==> config.mk <==
export PLATFORM = sky130hd
export DESIGN_NAME = out_reg_cell_flat
export DESIGN_NICKNAME = d
export VERILOG_FILES = /design/src/rtl/out_reg_cell_pkg.sv /design/src/rtl/out_reg_cell_if.sv /design/src/rtl/out_reg_cell_oe_turn_seq.sv /design/src/rtl/out_reg_cell.sv /design/src/flat_wrapper.sv
export SDC_FILE = /design/constraint.sdc
export NUM_CORES = 1
export LEC_CHECK = 0
export BUFFER_PORTS_ARGS = -buffer_cell sky130_fd_sc_hd__clkbuf_2
export CAP_MARGIN = 0
export CORE_AREA = 3 3 40 42
export DETAILED_ROUTE_END_ITERATION = 7
export DIE_AREA = 0 0 43 45
export PLACE_DENSITY = 0.41
export RECOVER_POWER = 25
export SETUP_SLACK_MARGIN = 0.15
export SLEW_MARGIN = 20
export SYNTH_ARGS = -nofsm -noshare
export SYNTH_HDL_FRONTEND = slang
export SYNTH_SLANG_ARGS = --single-unit
export TNS_END_PERCENT = 50
==> constraint.sdc <==
create_clock -name OQC -period 2.05 [get_ports OQC]
set_clock_uncertainty 0.2 [all_clocks]
set_input_delay 0.205 -clock OQC [delete_from_list [all_inputs] [get_ports OQC]]
set_output_delay 0.205 -clock OQC [all_outputs]
set_load 0.05 [all_outputs]
==> src/rtl/out_reg_cell_pkg.sv <==
// Shared definitions for the ap3 IO-tile output register cell:
// sequencer state encoding, turnaround limits and counter sizing.
package out_reg_pkg;

  typedef logic [1:0] seq_state_t;

  localparam seq_state_t ST_HIZ   = 2'd0;
  localparam seq_state_t ST_DRIVE = 2'd1;
  localparam seq_state_t ST_TURN  = 2'd2;

  localparam int TURN_CYCLES_MAX = 15;

  // Turnaround counter width; a zero-length guard still gets one bit.
  function automatic int cnt_width(input int turn_cycles);
    int w;
    w = $clog2(turn_cycles + 1);
    if (w < 1) begin
      w = 1;
    end else begin
      w = w;
    end
    return w;
  endfunction

endpackage

==> src/rtl/out_reg_cell_if.sv <==
// Fabric-side bundle of the output register cell: data, selects,
// output-enable request and the pad-facing results.
interface out_reg_cell_if #(
  parameter int WIDTH = 1
);
  logic             OQCE_inp;
  logic [WIDTH-1:0] F2A_inp;
  logic             OSEL_inp;
  logic             OE_inp;
  logic             OESEL_inp;
  logic [WIDTH-1:0] OQZ_out;
  logic             OEZ_out;
  logic             BUSY_out;

  modport master (
    output OQCE_inp, F2A_inp, OSEL_inp, OE_inp, OESEL_inp,
    input  OQZ_out, OEZ_out, BUSY_out
  );

  modport slave (
    input  OQCE_inp, F2A_inp, OSEL_inp, OE_inp, OESEL_inp,
    output OQZ_out, OEZ_out, BUSY_out
  );
endinterface

==> src/rtl/out_reg_cell_oe_turn_seq.sv <==
// Pad output-enable sequencer: HIZ -> DRIVE -> TURN -> HIZ, holding the pad
// released for TURN_CYCLES guard cycles after the enable request drops.
module oe_turn_seq
  import out_reg_pkg::*;
#(
  parameter int TURN_CYCLES = 1
) (
  input  logic OQC,
  input  logic QRT,
  input  logic OE,
  output logic oe_q,
  output logic busy
);

  localparam int TC = (TURN_CYCLES > TURN_CYCLES_MAX) ? TURN_CYCLES_MAX : TURN_CYCLES;
  localparam int CW = cnt_width(TC);
  localparam logic [CW-1:0] TURN_LOAD = CW'(TC - 1);
  // With no guard window the drive exit lands straight back in HIZ.
  localparam seq_state_t RELEASE_ST = (TC == 0) ? ST_HIZ : ST_TURN;

  seq_state_t    state_q, state_d;
  logic [CW-1:0] cnt_q, cnt_d;
  logic          oe_d, busy_d, busy_q;

  // State, counter and registered output flags
  always_ff @(posedge OQC) begin
    if (QRT) begin
      state_q <= ST_HIZ;
      cnt_q   <= {CW{1'b0}};
      oe_q    <= 1'b0;
      busy_q  <= 1'b0;
    end else begin
      state_q <= state_d;
      cnt_q   <= cnt_d;
      oe_q    <= oe_d;
      busy_q  <= busy_d;
    end
  end

  // Next-state and counter; ternaries keep an X on OE visible in the state
  always_comb begin
    state_d = state_q;
    cnt_d   = cnt_q;
    case (state_q)
      ST_HIZ: begin
        state_d = OE ? ST_DRIVE : ST_HIZ;
      end
      ST_DRIVE: begin
        state_d = OE ? ST_DRIVE : RELEASE_ST;
        cnt_d   = (OE || (TC == 0)) ? cnt_q : TURN_LOAD;
      end
      ST_TURN: begin
        if (cnt_q == {CW{1'b0}}) begin
          state_d = ST_HIZ;
        end else begin
          cnt_d = cnt_q - {{(CW-1){1'b0}}, 1'b1};
        end
      end
      default: begin
        state_d = ST_HIZ;
        cnt_d   = {CW{1'b0}};
      end
    endcase
  end

  // Output decode of the upcoming state, captured with the state register
  always_comb begin
    oe_d   = 1'b0;
    busy_d = 1'b0;
    case (state_d)
      ST_DRIVE: oe_d   = 1'b1;
      ST_TURN:  busy_d = 1'b1;
      default: begin
        oe_d   = 1'b0;
        busy_d = 1'b0;
      end
    endcase
  end

  assign busy = busy_q;

endmodule

==> src/rtl/out_reg_cell.sv <==
// Fabric-to-pad output register cell: data register with bypass select and
// output-enable path with sequenced or direct selection.
module out_reg_cell #(
  parameter int WIDTH       = 1,
  parameter int TURN_CYCLES = 1
) (
  input  logic          OQC,
  input  logic          QRT,
  out_reg_cell_if.slave io
);

  logic [WIDTH-1:0] data_q, data_d;
  logic             seq_oe, seq_busy;

  // Data register next value; loads on clock enable, independent of the sequencer
  always_comb begin
    data_d = data_q;
    if (io.OQCE_inp) begin
      data_d = io.F2A_inp;
    end else begin
      data_d = data_q;
    end
  end

  // Data register
  always_ff @(posedge OQC) begin
    if (QRT) begin
      data_q <= {WIDTH{1'b0}};
    end else begin
      data_q <= data_d;
    end
  end

  oe_turn_seq #(
    .TURN_CYCLES (TURN_CYCLES)
  ) u_seq (
    .OQC  (OQC),
    .QRT  (QRT),
    .OE   (io.OE_inp),
    .oe_q (seq_oe),
    .busy (seq_busy)
  );

  assign io.OQZ_out  = io.OSEL_inp  ? io.F2A_inp : data_q;
  assign io.OEZ_out  = io.OESEL_inp ? io.OE_inp  : seq_oe;
  assign io.BUSY_out = seq_busy;

endmodule

==> src/flat_wrapper.sv <==
// flat-port wrapper written by rule: the top's interface ports become plain ports
module out_reg_cell_flat 
#(
  parameter int WIDTH       = 1,
  parameter int TURN_CYCLES = 1
)
  (OQC, QRT, io_OQCE_inp, io_F2A_inp, io_OSEL_inp, io_OE_inp, io_OESEL_inp, io_OQZ_out, io_OEZ_out, io_BUSY_out);
  out_reg_cell_if #(.WIDTH(WIDTH)) io_i ();
  input  logic OQC;
  input  logic QRT;
  input wire logic [$bits(io_i.OQCE_inp)-1:0] io_OQCE_inp;
  input wire logic [$bits(io_i.F2A_inp)-1:0] io_F2A_inp;
  input wire logic [$bits(io_i.OSEL_inp)-1:0] io_OSEL_inp;
  input wire logic [$bits(io_i.OE_inp)-1:0] io_OE_inp;
  input wire logic [$bits(io_i.OESEL_inp)-1:0] io_OESEL_inp;
  output wire logic [$bits(io_i.OQZ_out)-1:0] io_OQZ_out;
  output wire logic [$bits(io_i.OEZ_out)-1:0] io_OEZ_out;
  output wire logic [$bits(io_i.BUSY_out)-1:0] io_BUSY_out;
  assign io_i.OQCE_inp = io_OQCE_inp;
  assign io_i.F2A_inp = io_F2A_inp;
  assign io_i.OSEL_inp = io_OSEL_inp;
  assign io_i.OE_inp = io_OE_inp;
  assign io_i.OESEL_inp = io_OESEL_inp;
  assign io_OQZ_out = io_i.OQZ_out;
  assign io_OEZ_out = io_i.OEZ_out;
  assign io_BUSY_out = io_i.BUSY_out;
  out_reg_cell #(.WIDTH(WIDTH), .TURN_CYCLES(TURN_CYCLES)) u_core (.OQC(OQC), .QRT(QRT), .io(io_i));
endmodule
Word level (Yosys, flattened, before mapping)
Cells that the tools add are included.
{"block": "op_classes", "addsub": 1, "bitwise": 1, "muxes": 11, "n_eq_ne": 5, "reduce_logical": 2}
{"op": "$mux W1", "count": 7}
{"op": "$pmux W2 S3", "count": 1}
{"op": "$eq A2 B1 Y1 const B", "count": 2}
{"op": "$eq A2 B2 Y1 const B", "count": 2}
{"op": "$mux W2", "count": 2}
{"op": "$pmux W1 S3", "count": 1}
{"op": "$logic_not A2 Y1", "count": 1}
{"op": "$ne A2 B2 Y1 const B", "count": 1}
{"op": "$reduce_and A2 Y1", "count": 1}
{"op": "$not A1 Y1", "count": 1}
{"op": "$sub A1 B1 Y1 const B", "count": 1}
{"block": "totals", "word_cells": 25, "out_inout_bits": 3, "register_bits": 6}

Longest topological paths before layout
{"block": "depth", "depth_word": 4, "ltp_mapped": 2, "depth_no_buf": 2}

Modules after synthesis
From an unflattened synthesis, not the netlist that was laid out.
{"block": "hier_totals", "cells_unflattened": 11, "area_unflattened_um2": 153.9}
{"module": "oe_turn_seq", "n_inst": 1, "area_per_inst_um2": 90.1, "cells_each": 6}
{"module": "out_reg_cell", "n_inst": 1, "area_per_inst_um2": 63.8, "cells_each": 5}

Worst setup path before layout
OpenSTA, ideal clock, no wires.
{"block": "synth_timing", "path_kind": "flip-flop to flip-flop", "from": "register, netlist name u_core.u_seq.busy", "to": "register u_core.u_seq.oe_q", "arrival_ps": 736, "required_ps": 1706, "slack_ps": 970, "synth_period_minus_slack_ps": 1080, "stages_incl_launch_ff": 2, "path_cell_list": "dfxtp_1 -> nor3b_1"}
{"item": "to (signal assigned)", "line": "out_reg_cell_oe_turn_seq.sv:30", "text": "oe_q <= 1'b0;"}
{"item": "to (signal assigned)", "line": "out_reg_cell_oe_turn_seq.sv:35", "text": "oe_q <= oe_d;"}
{"item": "to (decl)", "line": "out_reg_cell_oe_turn_seq.sv:11", "text": "output logic oe_q,"}

Worst setup path in the final report
{"block": "layout_timing", "from": "input io_OE_inp", "to": "output io_OEZ_out"}
{"block": "layout_via", "elab_chain_cells": 1}
{"item": "from (decl)", "line": "flat_wrapper.sv:14", "text": "input wire logic [$bits(io_i.OE_inp)-1:0] io_OE_inp;"}
{"item": "$mux W1", "line": "out_reg_cell.sv:45", "text": "assign io.OEZ_out = io.OESEL_inp ? io.OE_inp : seq_oe;"}
{"item": "to (decl)", "line": "flat_wrapper.sv:17", "text": "output wire logic [$bits(io_i.OEZ_out)-1:0] io_OEZ_out;"}
Every way passes these cells.

==> flow_summary.json <==
{
  "status": "finished, final reports clean",
  "cts.sinks": 4,
  "worst_slew_pin_slew_ns": 0.281,
  "postSynth.asyncResetShare_pct": 0,
  "critPathKind": "primary input to primary output",
  "hp-start": "io_F2A_inp",
  "placed_cell_area_sq_um": 210,
  "syn_avg_cell_area_sq_um": 13.3,
  "fin_util_pct": 19.6,
  "final-hold-violation-count": 0,
  "fin_cells": 40,
  "ys_ff_latch": 4,
  "htree_levels": 1,
  "vias": 133,
  "synth_area_leaders": "dfxtp_1 (55%), mux2_2 (15%), nor3b_1 (10%)",
  "synth_cells": 11,
  "leakage_nw": 0.112,
  "end_kind": "primary output",
  "synth_ff_type": "dfxtp_1",
  "die_w_um": 43,
  "post-synth-top-count-cell": "dfxtp_1",
  "vias_per_cell": 3.33,
  "grt_pass1_wl_um": 455,
  "fin_crit_ns": 1.77,
  "drc_errors": 0,
  "power-per-cell-area_mw_per_mm2": 844,
  "dieArea_sq_mm": 0.00194,
  "hold_depth": 3,
  "routedWlPerCell_um": 7.48,
  "cts.reportedPaths.clkPinSlew_ns": 0.03,
  "register_area_sq_um": 80.1,
  "area_growth_pct": 71.8,
  "rsz0062_at_grt": "false",
  "min_period_over_period_pct": 86.2,
  "drt_iter0_markers": 0,
  "yosysWarnings": 0,
  "synth_top_area_cell": "dfxtp_1",
  "syn_area_sq_um": 146,
  "syn_nets": 18,
  "reg2reg_from": "u_core.u_seq.busy",
  "multi_input_area_sq_um": 66.3,
  "grt_pass1_vias": 122,
  "rows": 13,
  "slew_viol_final": 0,
  "first_pass_iters": 1,
  "post_cts_buffers": 0,
  "relSlewSlack_pct": 81.3,
  "r2r-end": "u_core.u_seq.busy",
  "ff2ff_setup_slack_ns": 1.23,
  "ios": 10,
  "gp_congestion": 0.608,
  "grt_util_all_layers_pct": 3.58,
  "io_buffer_count": 9,
  "synth_top_area_share_pct": 54.7,
  "cts_tree": "done",
  "routed_wl_um": 299,
  "synth_edf_count": 0,
  "cts_buffers": 3,
  "irDropWorstVdd_mv": 0.131,
  "synth_common_cells": "dfxtp_1 (4), mux2_2 (2), nor3b_1 (2)",
  "ff2ff_path_depth": 1,
  "startpoint": "io_OE_inp",
  "whs_endpoint": "u_core.data_q",
  "die_height_um": 45,
  "clock_latency_ns": 0.23,
  "cp_data_arrival_time_ns": 1.36,
  "critPathMaxFanout": 4,
  "fin_setup_tns_ns": 0,
  "layout-drive-gt1-share_pct": 56.0,
  "cts_root_buf": "clkbuf_4",
  "start_util_pct": 11.4,
  "core-area_sq_mm": 0.00128,
  "crit_path_start_kind": "primary input",
  "critPathRequiredTime_ns": 1.64,
  "fill_cells": 138,
  "finalSetupViolCount": 0,
  "synth_cell_type_count": 6,
  "grt_max_degree": 5,
  "hold_class": "primary input to flop",
  "clockBufferDepth": 2,
  "yosysSeqAreaShare_pct": 54.7,
  "fin_nets": 34,
  "n_antenna_cell": 0,
  "fin_area_sq_um": 251,
  "antenna_found_initial": 0,
  "ctsResizeCount": 0,
  "drtAntennaViolNets": 0,
  "dp_cells": 35,
  "p_total_w": 0.000212,
  "max-cap-violations": 0,
  "max_freq_ghz": 0.566,
  "grt_overflow": 0
}
cells by family after synthesis:
logic type	share of synthesized area [%]
flip-flops	54.7
AND/OR/NAND/NOR	23.1
multiplexers	22.2
how the worst max path moves through the flow:
stage / to / slack, ns
final: io_OEZ_out / 0.28
after global routing: io_OEZ_out / 0.25
after CTS: io_OEZ_out / 0.28
after detailed placement: io_OQZ_out / 0.81
after global placement: io_OEZ_out / 0.81
after floorplan: u_core.u_seq.oe_q / 0.97
through the flow:
| stage | setup WS (ns) | hold WS (ns) |
|---|---|---|
| 4_1_cts | 0.278 | 0.0352 |
| 3_5_place_dp | 0.809 | 0.220 |
| 6_report | 0.283 | 0.0390 |
| 5_1_grt | 0.250 | 0.0689 |
| 2_1_floorplan | 0.970 | 0.0764 |
| 3_3_place_gp | 0.812 | 0.215 |
power breakdown:
part / switching (W) / total, W / internal [W]
clock network: 0.0000280 / 0.0000932 / 0.0000652
logic: 0.0000205 / 0.0000351 / 0.0000146
registers: 0.00000157 / 0.0000838 / 0.0000822
registers in the layout, summed over array words and instances, names as in the netlist:
name and count:
u_core.u_seq.oe_q 1, u_core.data_q 1, u_core.u_seq.busy 1, u_core.u_seq.state_q 1
final cells by class:
cell class                 count  area share [%]
clock buffer                   3            8.96
multi-input combinational      7            26.4
sequential                     4            31.8
tap                           15            7.46
timing repair buffer          11            25.4
routing by layer:
metal | part of all wire [%] | up-vias | routed length, um | track usage (%)
met2 | 48 | 5 | 145 | 4.19
met3 | 8.0 | 0 | 24 | 2.39
li1 | - | 71 | - | -
met4 | 0 | 0 | 0 | 5.42
met1 | 43 | 57 | 129 | 3.37
met5 | 0 | - | 0 | 0
repair_timing:
item,CTS,global route
endpoints found under the setup margin,0,0
endpoints found under the hold margin,2,0
hold buffers,2,0
worst max-delay path, cell delays in order:
cell           delay (ns)
dlygate4sd3_1        0.54
clkbuf_2             0.13
mux2_2               0.26
clkbuf_2             0.23
cell usage in the layout, fill, tap and decap left out:
master         n
dlygate4sd3_1  2
mux2i_1        1
mux2_2         2
clkbuf_2       8
nor2_1         1
nor4b_2        1
clkbuf_4       3
clkbuf_1       1
dfxtp_1        4
nor3b_1        2
Power figures use the tool's default switching activity.
